--- config.mk ---
export PLATFORM = sky130hd
export DESIGN_NAME = seg_scan_decoder
export DESIGN_NICKNAME = d
export VERILOG_FILES = /design/src/rtl/seg_scan_decoder.sv
export SDC_FILE = /design/constraint.sdc
export NUM_CORES = 1
export LEC_CHECK = 0
export CAP_MARGIN = 40
export CORE_MARGIN = 3
export CORE_UTILIZATION = 62
export CTS_CLUSTER_DIAMETER = 100
export DETAILED_ROUTE_END_ITERATION = 6
export PLACE_DENSITY = 0.86
export SYNTH_ARGS = -nofsm -noshare
export SYNTH_HDL_FRONTEND = slang
export SYNTH_SLANG_ARGS = --single-unit
--- constraint.sdc ---
create_clock -name clk -period 5.2 [get_ports clk]
set_input_delay 1.3 -clock clk [delete_from_list [all_inputs] [get_ports clk]]
set_output_delay 1.3 -clock clk [all_outputs]
set_load 0.01 [all_outputs]
--- src/rtl/seg_scan_decoder.sv ---
// seg_scan_decoder: watches a scanned six-digit seven-segment bus (one-low
// sel, active-low seg), samples each digit after sel has been stable for
// SETTLE cycles, and rebuilds binary hour/min/sec from a complete in-order
// scan frame (sec_low .. hour_hi).
//
// state   | meaning
// --------+----------------------------------------------------------
// HUNT    | waiting for a clean sec_low sample to start a frame
// COLLECT | accepting digits in scan order, exp_slot is the next slot
// CHECK   | frame complete; range-check and publish (one cycle)
module seg_scan_decoder #(
   parameter int unsigned SETTLE = 2
) (
   input  logic       clk,
   input  logic       rstn,
   input  logic [5:0] sel,
   input  logic [7:0] seg,
   output logic [4:0] hour,
   output logic [5:0] min,
   output logic [5:0] sec,
   output logic       frame_valid,
   output logic       seg_err
);

   typedef enum logic [1:0] {S_HUNT, S_COLLECT, S_CHECK} state_t;

   localparam logic [3:0] SETTLE_C = 4'(SETTLE);

   state_t     state, state_nxt;
   logic [2:0] exp_slot, exp_slot_nxt;
   logic [3:0] dig_q [6];
   logic [3:0] dig_nxt [6];
   logic [4:0] hour_nxt;
   logic [5:0] min_nxt, sec_nxt;
   logic       fv_nxt, err_nxt;

   logic [5:0] sel_q;
   logic [3:0] cnt;
   logic       taken;
   logic       strobe;

   logic [2:0] slot_idx;
   logic       slot_ok;
   logic [3:0] pat_dig;
   logic       pat_ok;

   logic [6:0] sec7, min7, hour7;
   logic       frame_ok;

   // Dwell tracking: registered sel, saturating stable-cycle count and a
   // one-shot flag so a saturated count cannot re-strobe the same dwell.
   always_ff @(posedge clk or negedge rstn) begin
      if (!rstn) begin
         sel_q <= 6'b111111;
         cnt   <= 4'd0;
         taken <= 1'b0;
      end else begin
         sel_q <= sel;
         if (sel != sel_q) begin
            cnt   <= 4'd0;
            taken <= 1'b0;
         end else begin
            if (cnt != 4'd15) cnt <= cnt + 4'd1;
            if (strobe) taken <= 1'b1;
         end
      end
   end

   // Map the registered select code to its scan slot.
   always_comb begin
      slot_idx = 3'd0;
      slot_ok  = 1'b1;
      case (sel_q)
         6'b011111: slot_idx = 3'd0;
         6'b101111: slot_idx = 3'd1;
         6'b110111: slot_idx = 3'd2;
         6'b111011: slot_idx = 3'd3;
         6'b111101: slot_idx = 3'd4;
         6'b111110: slot_idx = 3'd5;
         default:   slot_ok  = 1'b0;
      endcase
   end

   // A sel change in the strobe cycle wins: sample only while sel is still stable.
   assign strobe = slot_ok && (sel == sel_q) && !taken && (cnt == SETTLE_C);

   // Segment pattern to BCD digit; dp low or any unknown shape is rejected.
   always_comb begin
      pat_dig = 4'd0;
      pat_ok  = 1'b1;
      case (seg)
         8'hC0:   pat_dig = 4'd0;
         8'hF9:   pat_dig = 4'd1;
         8'hA4:   pat_dig = 4'd2;
         8'hB0:   pat_dig = 4'd3;
         8'h99:   pat_dig = 4'd4;
         8'h92:   pat_dig = 4'd5;
         8'h82:   pat_dig = 4'd6;
         8'hF8:   pat_dig = 4'd7;
         8'h80:   pat_dig = 4'd8;
         8'h90:   pat_dig = 4'd9;
         default: pat_ok  = 1'b0;
      endcase
   end

   // Binary reconstruction of the stored frame and its range check.
   always_comb begin
      sec7     = 7'(dig_q[1]) * 7'd10 + 7'(dig_q[0]);
      min7     = 7'(dig_q[3]) * 7'd10 + 7'(dig_q[2]);
      hour7    = 7'(dig_q[5]) * 7'd10 + 7'(dig_q[4]);
      frame_ok = (dig_q[1] <= 4'd5) && (dig_q[3] <= 4'd5) && (hour7 <= 7'd23);
   end

   // Frame state machine: next state, digit writes and output pulses.
   always_comb begin
      state_nxt    = state;
      exp_slot_nxt = exp_slot;
      for (int i = 0; i < 6; i++) dig_nxt[i] = dig_q[i];
      hour_nxt     = hour;
      min_nxt      = min;
      sec_nxt      = sec;
      fv_nxt       = 1'b0;
      err_nxt      = 1'b0;
      case (state)
         S_HUNT: begin
            if (strobe && slot_idx == 3'd0 && pat_ok) begin
               dig_nxt[0]   = pat_dig;
               exp_slot_nxt = 3'd1;
               state_nxt    = S_COLLECT;
            end
         end
         S_COLLECT: begin
            if (strobe) begin
               if (slot_idx == exp_slot && pat_ok) begin
                  dig_nxt[exp_slot] = pat_dig;
                  if (exp_slot == 3'd5) state_nxt = S_CHECK;
                  else                  exp_slot_nxt = exp_slot + 3'd1;
               end else begin
                  err_nxt = 1'b1;
                  // A clean sec_low both flags the broken frame and starts the next one.
                  if (slot_idx == 3'd0 && pat_ok) begin
                     dig_nxt[0]   = pat_dig;
                     exp_slot_nxt = 3'd1;
                  end else begin
                     state_nxt = S_HUNT;
                  end
               end
            end
         end
         S_CHECK: begin
            if (frame_ok) begin
               hour_nxt = hour7[4:0];
               min_nxt  = min7[5:0];
               sec_nxt  = sec7[5:0];
               fv_nxt   = 1'b1;
            end else begin
               err_nxt = 1'b1;
            end
            state_nxt = S_HUNT;
         end
         default: state_nxt = S_HUNT;
      endcase
   end

   // State, digit store and registered outputs.
   always_ff @(posedge clk or negedge rstn) begin
      if (!rstn) begin
         state       <= S_HUNT;
         exp_slot    <= 3'd0;
         for (int i = 0; i < 6; i++) dig_q[i] <= 4'd0;
         hour        <= 5'd0;
         min         <= 6'd0;
         sec         <= 6'd0;
         frame_valid <= 1'b0;
         seg_err     <= 1'b0;
      end else begin
         state       <= state_nxt;
         exp_slot    <= exp_slot_nxt;
         for (int i = 0; i < 6; i++) dig_q[i] <= dig_nxt[i];
         hour        <= hour_nxt;
         min         <= min_nxt;
         sec         <= sec_nxt;
         frame_valid <= fv_nxt;
         seg_err     <= err_nxt;
      end
   end

endmodule
# [Word level (Yosys, flattened, before mapping)]
# Index checks and enable logic that the tools add are counted.
[totals] reg_bits=59 out_inout_bits=19
[op_classes] n_bitwise=1 n_eq_ne=30 n_mul=3 order_cmp=5 n_mux=35 add_sub_neg=5 reduce_logical=23
[op_table] op="$eq A8 B8 Y1 const B" n=10
[op_table] op="$pmux W4 S9" n=1
[op_table] op="$eq A6 B6 Y1 const B" n=5
[op_table] op="$bwmux W24" n=1
[op_table] op="$mux W24" n=1
[op_table] op="$mux W4" n=6
[op_table] op="$mux W20" n=1
[op_table] op="$mux W3" n=5
[op_table] op="$pmux W3 S5" n=1
[op_table] op="$add A6 B4 Y6" n=2
[op_table] op="$demux W4 S3" n=1
[op_table] op="$ne A3 B3 Y1 const B" n=4
[op_table] op="$logic_and A1 B1 Y1" n=10
[op_table] op="$mul A4 B3 Y5 const B" n=2
[op_table] op="$mux W2" n=5
[op_table] op="$reduce_or A10 Y1" n=1
[op_table] op="$mux W1" n=9
[op_table] op="$le A4 B3 Y1 const B" n=2
[op_table] op="$pmux W4 S2" n=1
[op_table] op="$reduce_and A4 Y1" n=2
[op_table] op="$add A7 B4 Y7" n=1
[op_table] op="$le A7 B5 Y1 const B" n=1
[op_table] op="$eq A6 B5 Y1 const B" n=1
[op_table] op="$eq A6 B6 Y1" n=1
[op_table] op="25 further kinds" n=28

# [Depth between registers and ports, before layout]
[depth] ltp_word=10 mapped_depth=12

# [Least setup slack after synthesis]
# OpenSTA, ideal clock, no wires.
[synth_path] kind="input -> register" start="input port seg[5]" end="register dig_q[20] in the netlist's numbering" setup_ns=0.125 t_required_ns=5.075 stages=7 arrival_ns=3.036 setup_slack_ns=2.039 cell_sequence="or3b_2 -> o21ai_0 -> clkbuf_1 -> o221a_2 -> and2_2 -> o31ai_1 -> mux2_2"
[synth_between] elab_chain_cells=7
[synth_lines] item="start: declaration" line_no="17" rtl="input logic [7:0] seg,"
[synth_lines] item="$eq A8 B8 Y1" line_no="91" rtl="case (seg)"
[synth_lines] item="$reduce_or A10 Y1 (no line)"
[synth_lines] item="$mux W1" line_no="91"
[synth_lines] item="$logic_and A1 B1 Y1" line_no="134" rtl="if (slot_idx == exp_slot && pat_ok) begin"
[synth_lines] item="$mux W4" line_no="134"
[synth_lines] item="$mux W24" line_no="133" rtl="if (strobe) begin"
[synth_lines] item="$pmux W4 S2" line_no="124" rtl="case (state)"
[synth_lines] item="end: declaration" line_no="31" rtl="logic [3:0] dig_q [6];"
# Several ways; a longest one is shown, not always the timed one. The select of a mux whose other input is x is not followed.
# A chain may end at the register's enable or synchronous reset.

# [Worst setup path in the final report]
[layout_path] start="input port seg[3]" end="register dig_q[14] in the netlist's numbering"
[layout_between] elab_chain_cells=5
[layout_lines] item="$eq A8 B8 Y1" line_no="91"
[layout_lines] item="$reduce_or A10 Y1 (no line)"
[layout_lines] item="$mux W1" line_no="91"
[layout_lines] item="$logic_and A1 B1 Y1" line_no="134"
[layout_lines] item="$reduce_and A3 Y1 (no line)"
# Several ways; a longest one is shown, not always the timed one.

==> impl_metrics.json <==
{
  "cts_num_sinks": 59,
  "fillCellCount": 339,
  "cts_max_path_buffers": 2,
  "detail_route.wirelength_um": 6800,
  "core_area_um2": 5270,
  "worst_path_required_ns": 5.43,
  "drc": 0,
  "number_of_global_route_vias_before_repair": 2619,
  "setup_total_negative_slack_ns": 0,
  "clock_skew_ns": 0.00834,
  "clkLatencyLatePin_ns": 0.35,
  "syn_avg_cell_area_um2": 11.4,
  "syn_to_final_growth_pct": 17.2,
  "via_count": 2480,
  "sequential_cell_area_um2": 1480,
  "final_util_pct": 77.7,
  "synthesized_netlist_net_count": 351,
  "power.leakage_nw": 1.97,
  "fp.dieArea_um2": 6570,
  "syn-cell-area_um2": 3490,
  "gr-usage-all-layers_pct": 23.9,
  "drt_first_iter_violations": 99,
  "end_kind": "register",
  "p_per_area_nw_per_um2": 229,
  "cts-htree-levels": 3,
  "setup_viol": 0,
  "yosys.cell_types.count": 51,
  "rr_startpoint": "dig_q[1]$_DFFE_PN0P_",
  "slew_viol_final": 0,
  "detail_route.first_pass.iterations": 4,
  "holdBufCountCts": 0,
  "overflow": 0,
  "dp_worst_setup_slack_ns": 1.19,
  "synth-warning-count": 0,
  "clk_root_buffer_cell": "sky130_fd_sc_hd__clkbuf_8",
  "drive_above_1_share_pct": 21.5,
  "dp_hpwl_um": 4870,
  "chipHeight_um": 81.1,
  "vdd_drop_max_mv": 0.162,
  "synth_edf_count": 0,
  "critPathArrivalTime_ns": 3.93,
  "slew_headroom_pct": 51.2,
  "finalCriticalPeriod_ns": 3.71,
  "cts_tree": "yes",
  "postSynth.asyncResetShare_pct": 100,
  "cts.repair.resized": 0,
  "critPathLaunch": "seg[3]",
  "grt_antenna_before_repair": 0,
  "finish.net_count": 389,
  "worstSetupPathType": "input port to register",
  "io_pins": 35,
  "number_of_buffers_added_on_ports": 34,
  "grt_max_degree": 60,
  "worstPathMaxFanout": 11,
  "cts_buffers": 9,
  "first_pass_grt_wire_length_um": 11700,
  "vias_per_cell": 5.92,
  "worst_setup_path_start_kind": "input port",
  "min_path_type": "register to register",
  "postSynthRegisterBits": 59,
  "final_cell_area_um2": 4100,
  "drtAntennaViolNets": 0,
  "dieWidth_um": 81.1,
  "finalHoldViolCount": 0,
  "placed_cell_area_um2": 3890,
  "average_wire_per_standard_cell_um": 16.2,
  "gpl_wtd_cong": 0.837,
  "clk_transition_reported_paths_ns": 0.07,
  "final.hold.worst_slack_ns": 0.508,
  "placement_rows": 26,
  "synthesis.instances": 306,
  "worst_tran_pin_value_ns": 0.732,
  "setup_slack_ns": 1.49,
  "drv_cap": 0,
  "hold_path.startpoint": "hour[2]$_DFFE_PN0P_",
  "antenna_cells": 0,
  "multi_input_comb_area_um2": 1890,
  "cts_post_setup_buffers_inserted": 0,
  "fin_crit_sh_pct": 71.3,
  "ys_dominant_reg_cell": "sky130_fd_sc_hd__dfrtp_1",
  "result_of_the_run": "completed",
  "initial_core_util_pct": 66.3,
  "maxClockFrequency_mhz": 270,
  "seq_area_frac_synth_pct": 42.5,
  "rsz0062_at_grt": "false"
}
-- per-layer routing --
metal / vias up / routed length (µm) / track usage [%]
met5: - / 0 / 0
met2: 63 / 3380 / 38.9
met3: 19 / 278 / 7.87
li1: 1178 / - / -
met1: 1220 / 2970 / 28.4
met4: 0 / 177 / 11.7
-- critical path, stage by stage --
cell,delay (ns)
sky130_fd_sc_hd__clkdlybuf4s50_1,0.55
sky130_fd_sc_hd__nor4bb_1,0.41
sky130_fd_sc_hd__a21oi_1,0.13
sky130_fd_sc_hd__o21ai_0,0.18
sky130_fd_sc_hd__buf_4,0.20
sky130_fd_sc_hd__nor2_1,0.10
sky130_fd_sc_hd__nor3_2,0.28
sky130_fd_sc_hd__nor4b_4,0.40
sky130_fd_sc_hd__mux2_2,0.39
-- worst paths after layout --
path,end,slack (ns),depth (start not counted)
setup / recovery,dig_q[14]$_DFFE_PN0P_,1.49,9
hold / removal,hour[2]$_DFFE_PN0P_,0.51,1
setup reg to reg,hour[4]$_DFFE_PN0P_,2.09,10
hold reg to reg,hour[2]$_DFFE_PN0P_,0.51,1
max in group asynchronous,exp_slot[0]$_DFFE_PN0P_,3.61,2
min in group asynchronous,sec[2]$_DFFE_PN0P_,1.09,2
-- cell usage in the layout (no fill, tap or decap), types with 6 or more instances in the layout --
master                            count
sky130_fd_sc_hd__dfrtp_1             53
sky130_fd_sc_hd__nand2_1              9
sky130_fd_sc_hd__o21ai_0              9
sky130_fd_sc_hd__mux2_2              40
sky130_fd_sc_hd__clkdlybuf4s50_1     33
sky130_fd_sc_hd__dfstp_2              6
sky130_fd_sc_hd__inv_1               20
sky130_fd_sc_hd__clkbuf_8            10
sky130_fd_sc_hd__nor2_1              12
sky130_fd_sc_hd__xnor2_1             25
sky130_fd_sc_hd__nand3_1             13
sky130_fd_sc_hd__ha_1                25
sky130_fd_sc_hd__a21oi_1              9
sky130_fd_sc_hd__nor2b_1              7
-- through the flow --
stage                     instances  power, mW
final                           419      0.937
after global routing            419      0.976
after CTS                       419      0.947
after detailed placement        403      0.523
after global placement          402      0.522
after floorplan                 306      0.495
-- logic make-up (layout without fill, tap and decap cells) --
logic type / after synthesis / count (layout) / synth area share [%]
simple gates: 71 / 71 / 12.5
xor+xnor: 29 / 29 / 7.27
flops: 59 / 59 / 42.5
compound gates: 44 / 44 / 9.09
buf+inv: 30 / 73 / 3.40
fa+ha+maj: 29 / 29 / 11.2
mux: 44 / 44 / 14.0
-- synthesized netlist by cell type, types with 5 or more instances --
master	n	share of area, %
sky130_fd_sc_hd__inv_1	20	2.1
sky130_fd_sc_hd__nor2b_1	7	1.3
sky130_fd_sc_hd__ha_1	25	9.0
sky130_fd_sc_hd__o21ai_0	9	1.3
sky130_fd_sc_hd__buf_2	5	0.72
sky130_fd_sc_hd__dfstp_2	6	4.5
sky130_fd_sc_hd__dfrtp_1	53	38
sky130_fd_sc_hd__xnor2_1	25	6.3
sky130_fd_sc_hd__nand2_1	9	0.97
sky130_fd_sc_hd__nor2_1	12	1.3
sky130_fd_sc_hd__nand3_1	13	1.9
sky130_fd_sc_hd__a21oi_1	9	1.3
sky130_fd_sc_hd__mux2_2	40	13
-- cell type report --
cell class / instances / share of cell area [%]
Clock buffer: 10 / 3.36
Clock inverter: 6 / 1.56
Inverter: 20 / 1.83
Multi-Input combinational cell: 217 / 46.2
Sequential cell: 59 / 36.2
Tap cell: 70 / 2.14
Timing Repair Buffer: 37 / 8.68
-- state kept, by name (all words and copies together), names as in the netlist --
| signal | cells |
|---|---|
| cnt | 4 |
| dig_q | 24 |
| exp_slot | 3 |
| frame_valid | 1 |
| hour | 5 |
| min | 6 |
| sec | 6 |
| seg_err | 1 |
| sel_q | 6 |
| state | 2 |
| taken | 1 |
-- where the power goes --
| part | total (mW) | switching, mW | internal (mW) |
|---|---|---|---|
| Sequential | 0.469 | 0.00536 | 0.464 |
| Clock | 0.422 | 0.188 | 0.234 |
| Combinational | 0.0461 | 0.0252 | 0.0209 |
| Total | 0.937 | 0.219 | 0.718 |
Note: power is estimated with default switching activity, not from simulation.
